==> src/rtl/uc_mult_seq_pkg.sv <==
// Shared definitions for the shift-and-add multiplier control unit:
// state width, state codes and the recovery target for illegal codes.
package uc_mult_seq_pkg;

  localparam int ST_W = 4;

  typedef enum logic [ST_W-1:0] {
    S_IDLE  = 4'h0,
    S_LOAD  = 4'h1,
    S_TEST  = 4'h2,
    S_ADD   = 4'h3,
    S_SHIFT = 4'h4,
    S_DONE  = 4'h5
  } state_e;

  // Codes 6..F are never reached normally; if one shows up it falls back here.
  localparam state_e S_ILLEGAL_NEXT = S_IDLE;

endpackage

==> src/rtl/uc_mult_seq_if.sv <==
// Control/handshake bundle between the multiplier control unit and its
// surroundings (top-level control and the shift-and-add datapath).
interface uc_mult_seq_if;
  import uc_mult_seq_pkg::*;

  logic            start;
  logic            abort;
  logic            q0;
  logic            ld;
  logic            clr_acc;
  logic            add_en;
  logic            shift_en;
  logic            busy;
  logic            done;
  logic [ST_W-1:0] State;

  // Master: the environment driving start/abort and supplying q0.
  modport master (
    output start, abort, q0,
    input  ld, clr_acc, add_en, shift_en, busy, done, State
  );

  // Slave: the control unit itself.
  modport slave (
    input  start, abort, q0,
    output ld, clr_acc, add_en, shift_en, busy, done, State
  );
endinterface

==> src/rtl/uc_mult_seq_contador.sv <==
// Iteration counter: cleared on load/abort, counts SHIFT cycles, and flags
// the last iteration (cnt == WIDTH-1) so the FSM can leave the loop.
module uc_contador #(
  parameter int WIDTH = 8,
  parameter int CNT_W = 4
) (
  input  logic             clk,
  input  logic             rst_n,
  input  logic             clr,
  input  logic             en,
  output logic [CNT_W-1:0] cnt,
  output logic             tc
);

  localparam logic [CNT_W-1:0] TC_VAL = CNT_W'(WIDTH - 1);

  // Clear has priority over counting.
  always_ff @(posedge clk or negedge rst_n) begin
    if (!rst_n)   cnt <= '0;
    else if (clr) cnt <= '0;
    else if (en)  cnt <= cnt + CNT_W'(1);
  end

  assign tc = (cnt == TC_VAL);

endmodule

==> src/rtl/uc_mult_seq.sv <==
// Control unit for the multicycle shift-and-add multiplier. Moore FSM:
// IDLE -> LOAD -> (TEST -> [ADD] -> SHIFT) x WIDTH -> DONE -> IDLE.
// All strobes decode from the state register only; abort returns to IDLE.
module uc_mult_seq
  import uc_mult_seq_pkg::*;
#(
  parameter int WIDTH = 8,
  parameter int CNT_W = 4
) (
  input  logic          clk,
  input  logic          rst_n,
  uc_mult_seq_if.slave  bus
);

  if (WIDTH < 2 || WIDTH > 15 || (1 << CNT_W) <= WIDTH) begin : g_param_chk
    $error("uc_mult_seq: illegal WIDTH/CNT_W combination");
  end

  logic [ST_W-1:0]  state_q, state_d;
  logic [CNT_W-1:0] cnt;
  logic             tc;
  logic             cnt_clr, cnt_en;

  // Counter is cleared on entry to a new operation and on abort.
  assign cnt_clr = bus.abort || (state_q == S_LOAD);
  assign cnt_en  = (state_q == S_SHIFT);

  uc_contador #(.WIDTH(WIDTH), .CNT_W(CNT_W)) u_cnt (
    .clk   (clk),
    .rst_n (rst_n),
    .clr   (cnt_clr),
    .en    (cnt_en),
    .cnt   (cnt),
    .tc    (tc)
  );

  // State register.
  always_ff @(posedge clk or negedge rst_n) begin
    if (!rst_n) state_q <= S_IDLE;
    else        state_q <= state_d;
  end

  // Next-state logic; abort overrides everything.
  always_comb begin
    state_d = state_q;
    case (state_q)
      S_IDLE:  if (bus.start) state_d = S_LOAD;
      S_LOAD:  state_d = S_TEST;
      S_TEST:  state_d = bus.q0 ? S_ADD : S_SHIFT;
      S_ADD:   state_d = S_SHIFT;
      S_SHIFT: state_d = tc ? S_DONE : S_TEST;
      S_DONE:  state_d = S_IDLE;
      default: state_d = S_ILLEGAL_NEXT;
    endcase
    if (bus.abort) state_d = S_IDLE;
  end

  // Moore output decode; illegal codes drive everything low.
  always_comb begin
    bus.ld       = 1'b0;
    bus.clr_acc  = 1'b0;
    bus.add_en   = 1'b0;
    bus.shift_en = 1'b0;
    bus.busy     = 1'b0;
    bus.done     = 1'b0;
    case (state_q)
      S_LOAD:  begin bus.ld = 1'b1; bus.clr_acc = 1'b1; bus.busy = 1'b1; end
      S_TEST:  bus.busy = 1'b1;
      S_ADD:   begin bus.add_en = 1'b1; bus.busy = 1'b1; end
      S_SHIFT: begin bus.shift_en = 1'b1; bus.busy = 1'b1; end
      S_DONE:  begin bus.done = 1'b1; bus.busy = 1'b1; end
      default: ;
    endcase
  end

  assign bus.State = state_q;

  // Datapath strobes are mutually exclusive; clearing only happens on load.
  a_onehot_strobes: assert property (@(posedge clk) disable iff (!rst_n)
    $onehot0({bus.ld, bus.add_en, bus.shift_en}));
  a_clr_with_ld: assert property (@(posedge clk) disable iff (!rst_n)
    (!bus.clr_acc || bus.ld));

endmodule

==> src/flat_wrapper.sv <==
// flat-port wrapper written by rule: the top's interface ports become plain ports
module uc_mult_seq_flat import uc_mult_seq_pkg::*;
#(
  parameter int WIDTH = 8,
  parameter int CNT_W = 4
)
  (clk, rst_n, bus_start, bus_abort, bus_q0, bus_ld, bus_clr_acc, bus_add_en, bus_shift_en, bus_busy, bus_done, bus_State);
  uc_mult_seq_if bus_i ();
  input  logic clk;
  input  logic rst_n;
  input wire logic [$bits(bus_i.start)-1:0] bus_start;
  input wire logic [$bits(bus_i.abort)-1:0] bus_abort;
  input wire logic [$bits(bus_i.q0)-1:0] bus_q0;
  output wire logic [$bits(bus_i.ld)-1:0] bus_ld;
  output wire logic [$bits(bus_i.clr_acc)-1:0] bus_clr_acc;
  output wire logic [$bits(bus_i.add_en)-1:0] bus_add_en;
  output wire logic [$bits(bus_i.shift_en)-1:0] bus_shift_en;
  output wire logic [$bits(bus_i.busy)-1:0] bus_busy;
  output wire logic [$bits(bus_i.done)-1:0] bus_done;
  output wire logic [$bits(bus_i.State)-1:0] bus_State;
  assign bus_i.start = bus_start;
  assign bus_i.abort = bus_abort;
  assign bus_i.q0 = bus_q0;
  assign bus_ld = bus_i.ld;
  assign bus_clr_acc = bus_i.clr_acc;
  assign bus_add_en = bus_i.add_en;
  assign bus_shift_en = bus_i.shift_en;
  assign bus_busy = bus_i.busy;
  assign bus_done = bus_i.done;
  assign bus_State = bus_i.State;
  uc_mult_seq #(.WIDTH(WIDTH), .CNT_W(CNT_W)) u_core (.clk(clk), .rst_n(rst_n), .bus(bus_i));
endmodule
==> config.mk <==
export PLATFORM = sky130hd
export DESIGN_NAME = uc_mult_seq_flat
export DESIGN_NICKNAME = d
export VERILOG_FILES = /design/src/rtl/uc_mult_seq_pkg.sv /design/src/rtl/uc_mult_seq_if.sv /design/src/rtl/uc_mult_seq_contador.sv /design/src/rtl/uc_mult_seq.sv /design/src/flat_wrapper.sv
export SDC_FILE = /design/constraint.sdc
export NUM_CORES = 1
export LEC_CHECK = 0
export CAP_MARGIN = 10
export CELL_PAD_IN_SITES_DETAIL_PLACEMENT = 1
export CELL_PAD_IN_SITES_GLOBAL_PLACEMENT = 1
export CORE_UTILIZATION = 30
export DETAILED_ROUTE_END_ITERATION = 8
export PLACE_DENSITY_LB_ADDON = 0.1
export SLEW_MARGIN = 10
export SYNTH_ARGS = -nofsm -noshare
export SYNTH_HDL_FRONTEND = slang
export SYNTH_SLANG_ARGS = --single-unit
==> constraint.sdc <==
create_clock -name clk -period 1.9 [get_ports clk]
set_input_delay 0.19 -clock clk [delete_from_list [all_inputs] [get_ports clk]]
set_output_delay 0.19 -clock clk [all_outputs]
set_load 0.02 [all_outputs]
==> flow_results.org <==
** Yosys
- The most used flip-flop cell after synthesis is sky130_fd_sc_hd__dfrtp_1.
- Counting flops and latches in the post-synthesis netlist gives 7.
- Counting flops with an async set or reset pin after synthesis yields a share of 1.00.
- The netlist uses 28 different library cells.
- The cell area that synthesis handed to floorplanning was 448 sq um.
- Synthesis produced a netlist whose cell count is 53.
- In this run the mean area of a mapped cell was 8.45 sq um.
- For this run, the register share of the synthesized area comes to 0.391.
- Mapped Nets :: 59
- Synth Warn # :: 0
- Number of synthesized flops with an enable pin :: 0

** Routing
- Via count :: 418
- Vias/cell :: 5.04
- Once detail routing completed, the nets flagged for antenna violations numbered 0.
- In the routed design, unresolved DRC markers number 0.
- Wire length per cell :: 13.7 um
- Detailed-route wire length :: 1.14 mm
- First DRT Iteration DRCs :: 3
- The first detailed-routing pass took 2 iterations.

** Floorplan
- Number of primary I/O pins :: 15
- The floorplan has 13 rows.
- Die extent in x :: 40.6 um
- Area enclosed by the die boundary :: 1650 sq um
- Die H :: 40.6 um
- Core box area :: 1350 sq um
- For this configuration, the core starts out at a cell density of 0.332.

** Power and ir drop
- Overall power consumption after layout is estimated at 373 uW.
- Clock share of power :: 0.366
- Switching power as a share of total power :: 0.273
- Net Sw Power :: 102 uW
- The share of total power dissipated in sequential elements is 0.421.
- Peak supply drop :: 0.342 mV
- PwrDens :: 596 nW/um^2
- Summed over all cells, the static leakage comes to 0.000287 uW.
- Internal power of the cells :: 271 uW
- The share of total power dissipated in combinational logic is 0.213.

** CTS
- TritonCTS clock tree :: built
- Clock tree synthesis selected as its root buffer the cell sky130_fd_sc_hd__clkbuf_4.
- Clock-pin slew was measured on the worst setup and hold paths at 0.05 ns.
- Clock tree synthesis found a total of 7 sinks.
- # H-tree levels :: 1
- TritonCTS buffer count :: 3
- Maximum buffer depth of the clock tree :: 2
- CTS Hold Buffers Added :: 0
- Worst-skew pair later-pin latency :: 0.25 ns

** Global route
- Vias in the first global route :: 355
- Leftover overflow at the end of global routing :: 0
- The initial antenna violation count came to 0.
- In the global route stage, overall resource usage came out at 0.160.
- Wire length of the first global-routing pass :: 1.64 mm
- Largest net degree at the start of global routing :: 12

** STA
- Static timing analysis puts the maximum clock frequency at 566 MHz.
- Total negative setup slack :: 0 ns
- Setup violations remaining at the end of the flow were counted as 0.
- Between clock sinks in the finished design, the worst skew comes to 0.000131 ns.
- Final hold viol count :: 0
- Pins Over Slew Limit :: 0
- Setup repair after global routing left no endpoint under its margin.
- Final hold analysis gives a worst-case slack of 0.207 ns.
- Subtracting the final worst setup slack from the clock period gives 1.77 ns.
- Of the available clock period, the critical path in the final layout requires 0.930.

** Flow run
- Total of max-cap violations :: 0

** Worst setup path
- Arrival time of data at the critical path endpoint :: 1.58 ns
- For the worst setup path, the data required time is 1.71 ns.
- Startpoint Class :: flop
- The worst setup path is captured at an output port.
- The critical path in this run is classified as flop to output port.
- Max FO, Critical Path :: 7

** Worst hold path
- Type of the most critical hold path :: primary input to asynchronous set/reset pin

** Place
- Detailed placement ended at an HPWL of 851 um.
- At the end of routability-driven placement, the weighted congestion stood at 0.706.
- In this run the tool buffered the top-level ports with 13 buffer cells.

** Finish
- For this run, the share of the core covered by cells in the final layout is 0.463.
- 0 antenna diodes ended up in the layout.
- In the final layout, the share of cells above drive strength 1 is 0.147.
- Compared with the post-synthesis result, the final layout area differs by 39.7%.
- Count of nets after finishing :: 75
- Commonest cells after routing, fill and taps aside :: 9 x sky130_fd_sc_hd__clkdlybuf4s50_1, 7 x sky130_fd_sc_hd__dfrtp_1, 5 x sky130_fd_sc_hd__a21oi_1
- The library cell used most frequently in the layout, excluding fill and tap cells, is sky130_fd_sc_hd__clkdlybuf4s50_1.

** Status
- The run finished with clean final reports.
power groups by stage:
| stage | Combinational [uW] | Sequential, uW | Clock [uW] |
|---|---|---|---|
| after detailed placement | 80.3 | 159 | 0 |
| after global routing | 87.8 | 158 | 152 |
| after CTS | 80.8 | 156 | 144 |
| after global placement | 80.9 | 159 | 0 |
| after floorplan | 41.3 | 161 | 0 |
| final | 79.6 | 157 | 136 |
worst max-delay path, stage by stage, from the launching register on:
cell and delay [ns]:
sky130_fd_sc_hd__dfrtp_1 0.42, sky130_fd_sc_hd__nor3b_2 0.25, sky130_fd_sc_hd__clkdlybuf4s50_1 0.65
cells by family after synthesis:
logic type	share of synthesized area
compound gates	0.156
xor+xnor	0.0196
fa+ha+maj	0.0279
buf+inv	0.0949
flops	0.391
other cells	0.00837
simple gates	0.302
what timing repair did:
action / 4_1_cts / 5_1_grt
setup endpoints to repair: 3 / 2
pin swaps: 0 / 0
buffers inserted: 0 / 0
hold endpoints to repair: 0 / 0
gates resized for setup: 3 / 2
Yosys cell counts, drive strengths merged, types with 2 or more instances:
library cell  n  area share
a211oi        2       0.034
nand2         3       0.025
buf           3       0.045
inv           3       0.025
clkbuf        3       0.025
or3           2       0.028
nor3b         2       0.034
dfrtp         7        0.39
nor3          2       0.022
nor2b         2       0.028
a21oi         5       0.056
o21ai         4       0.045
nand3b        2       0.034
nor2          2       0.017
sequential cells by signal, indices dropped and copies added, names as in the netlist:
register / cells
u_core.u_cnt.cnt: 4
u_core.bus.State: 3
metal layers:
layer | up-vias | wire length, um | GRT usage
li1 | 212 | - | -
met4 | 0 | 0 | 0
met2 | 15 | 512 | 0.238
met5 | - | 0 | 0
met3 | 0 | 74 | 0.0815
met1 | 191 | 549 | 0.220
area by class of cell:
type | count | area, sq um
Multi-Input combinational cell | 37 | 235
Tap cell | 15 | 18.8
Timing Repair Buffer | 17 | 159
Clock buffer | 4 | 26.3
Sequential cell | 7 | 175
Inverter | 3 | 11.3
Fill cell | 166 | 724
stage by stage:
step	instance area (sq um)	cells	setup WS (ns)
floorplan	448	53	0.103
global placement	596	79	0.207
detailed placement	596	79	0.188
CTS	618	83	0.00237
global route	626	83	0.0392
finish	626	83	0.134
final timing paths:
check	start	endpoint	slack (ns)	cells after the start
max	u_core.bus.State[0]	bus_ld	0.13	2
min in group clk	u_core.bus.State[0]	u_core.bus.State[0]	0.54	1
min reg2reg	u_core.bus.State[0]	u_core.bus.State[0]	0.54	1
max in group asynchronous	rst_n	u_core.u_cnt.cnt[0]	1.44	1
min	rst_n	u_core.bus.State[1]	0.21	1
max reg2reg	u_core.bus.State[0]	u_core.u_cnt.cnt[3]	0.32	4
(Power assumes the default switching activity.)
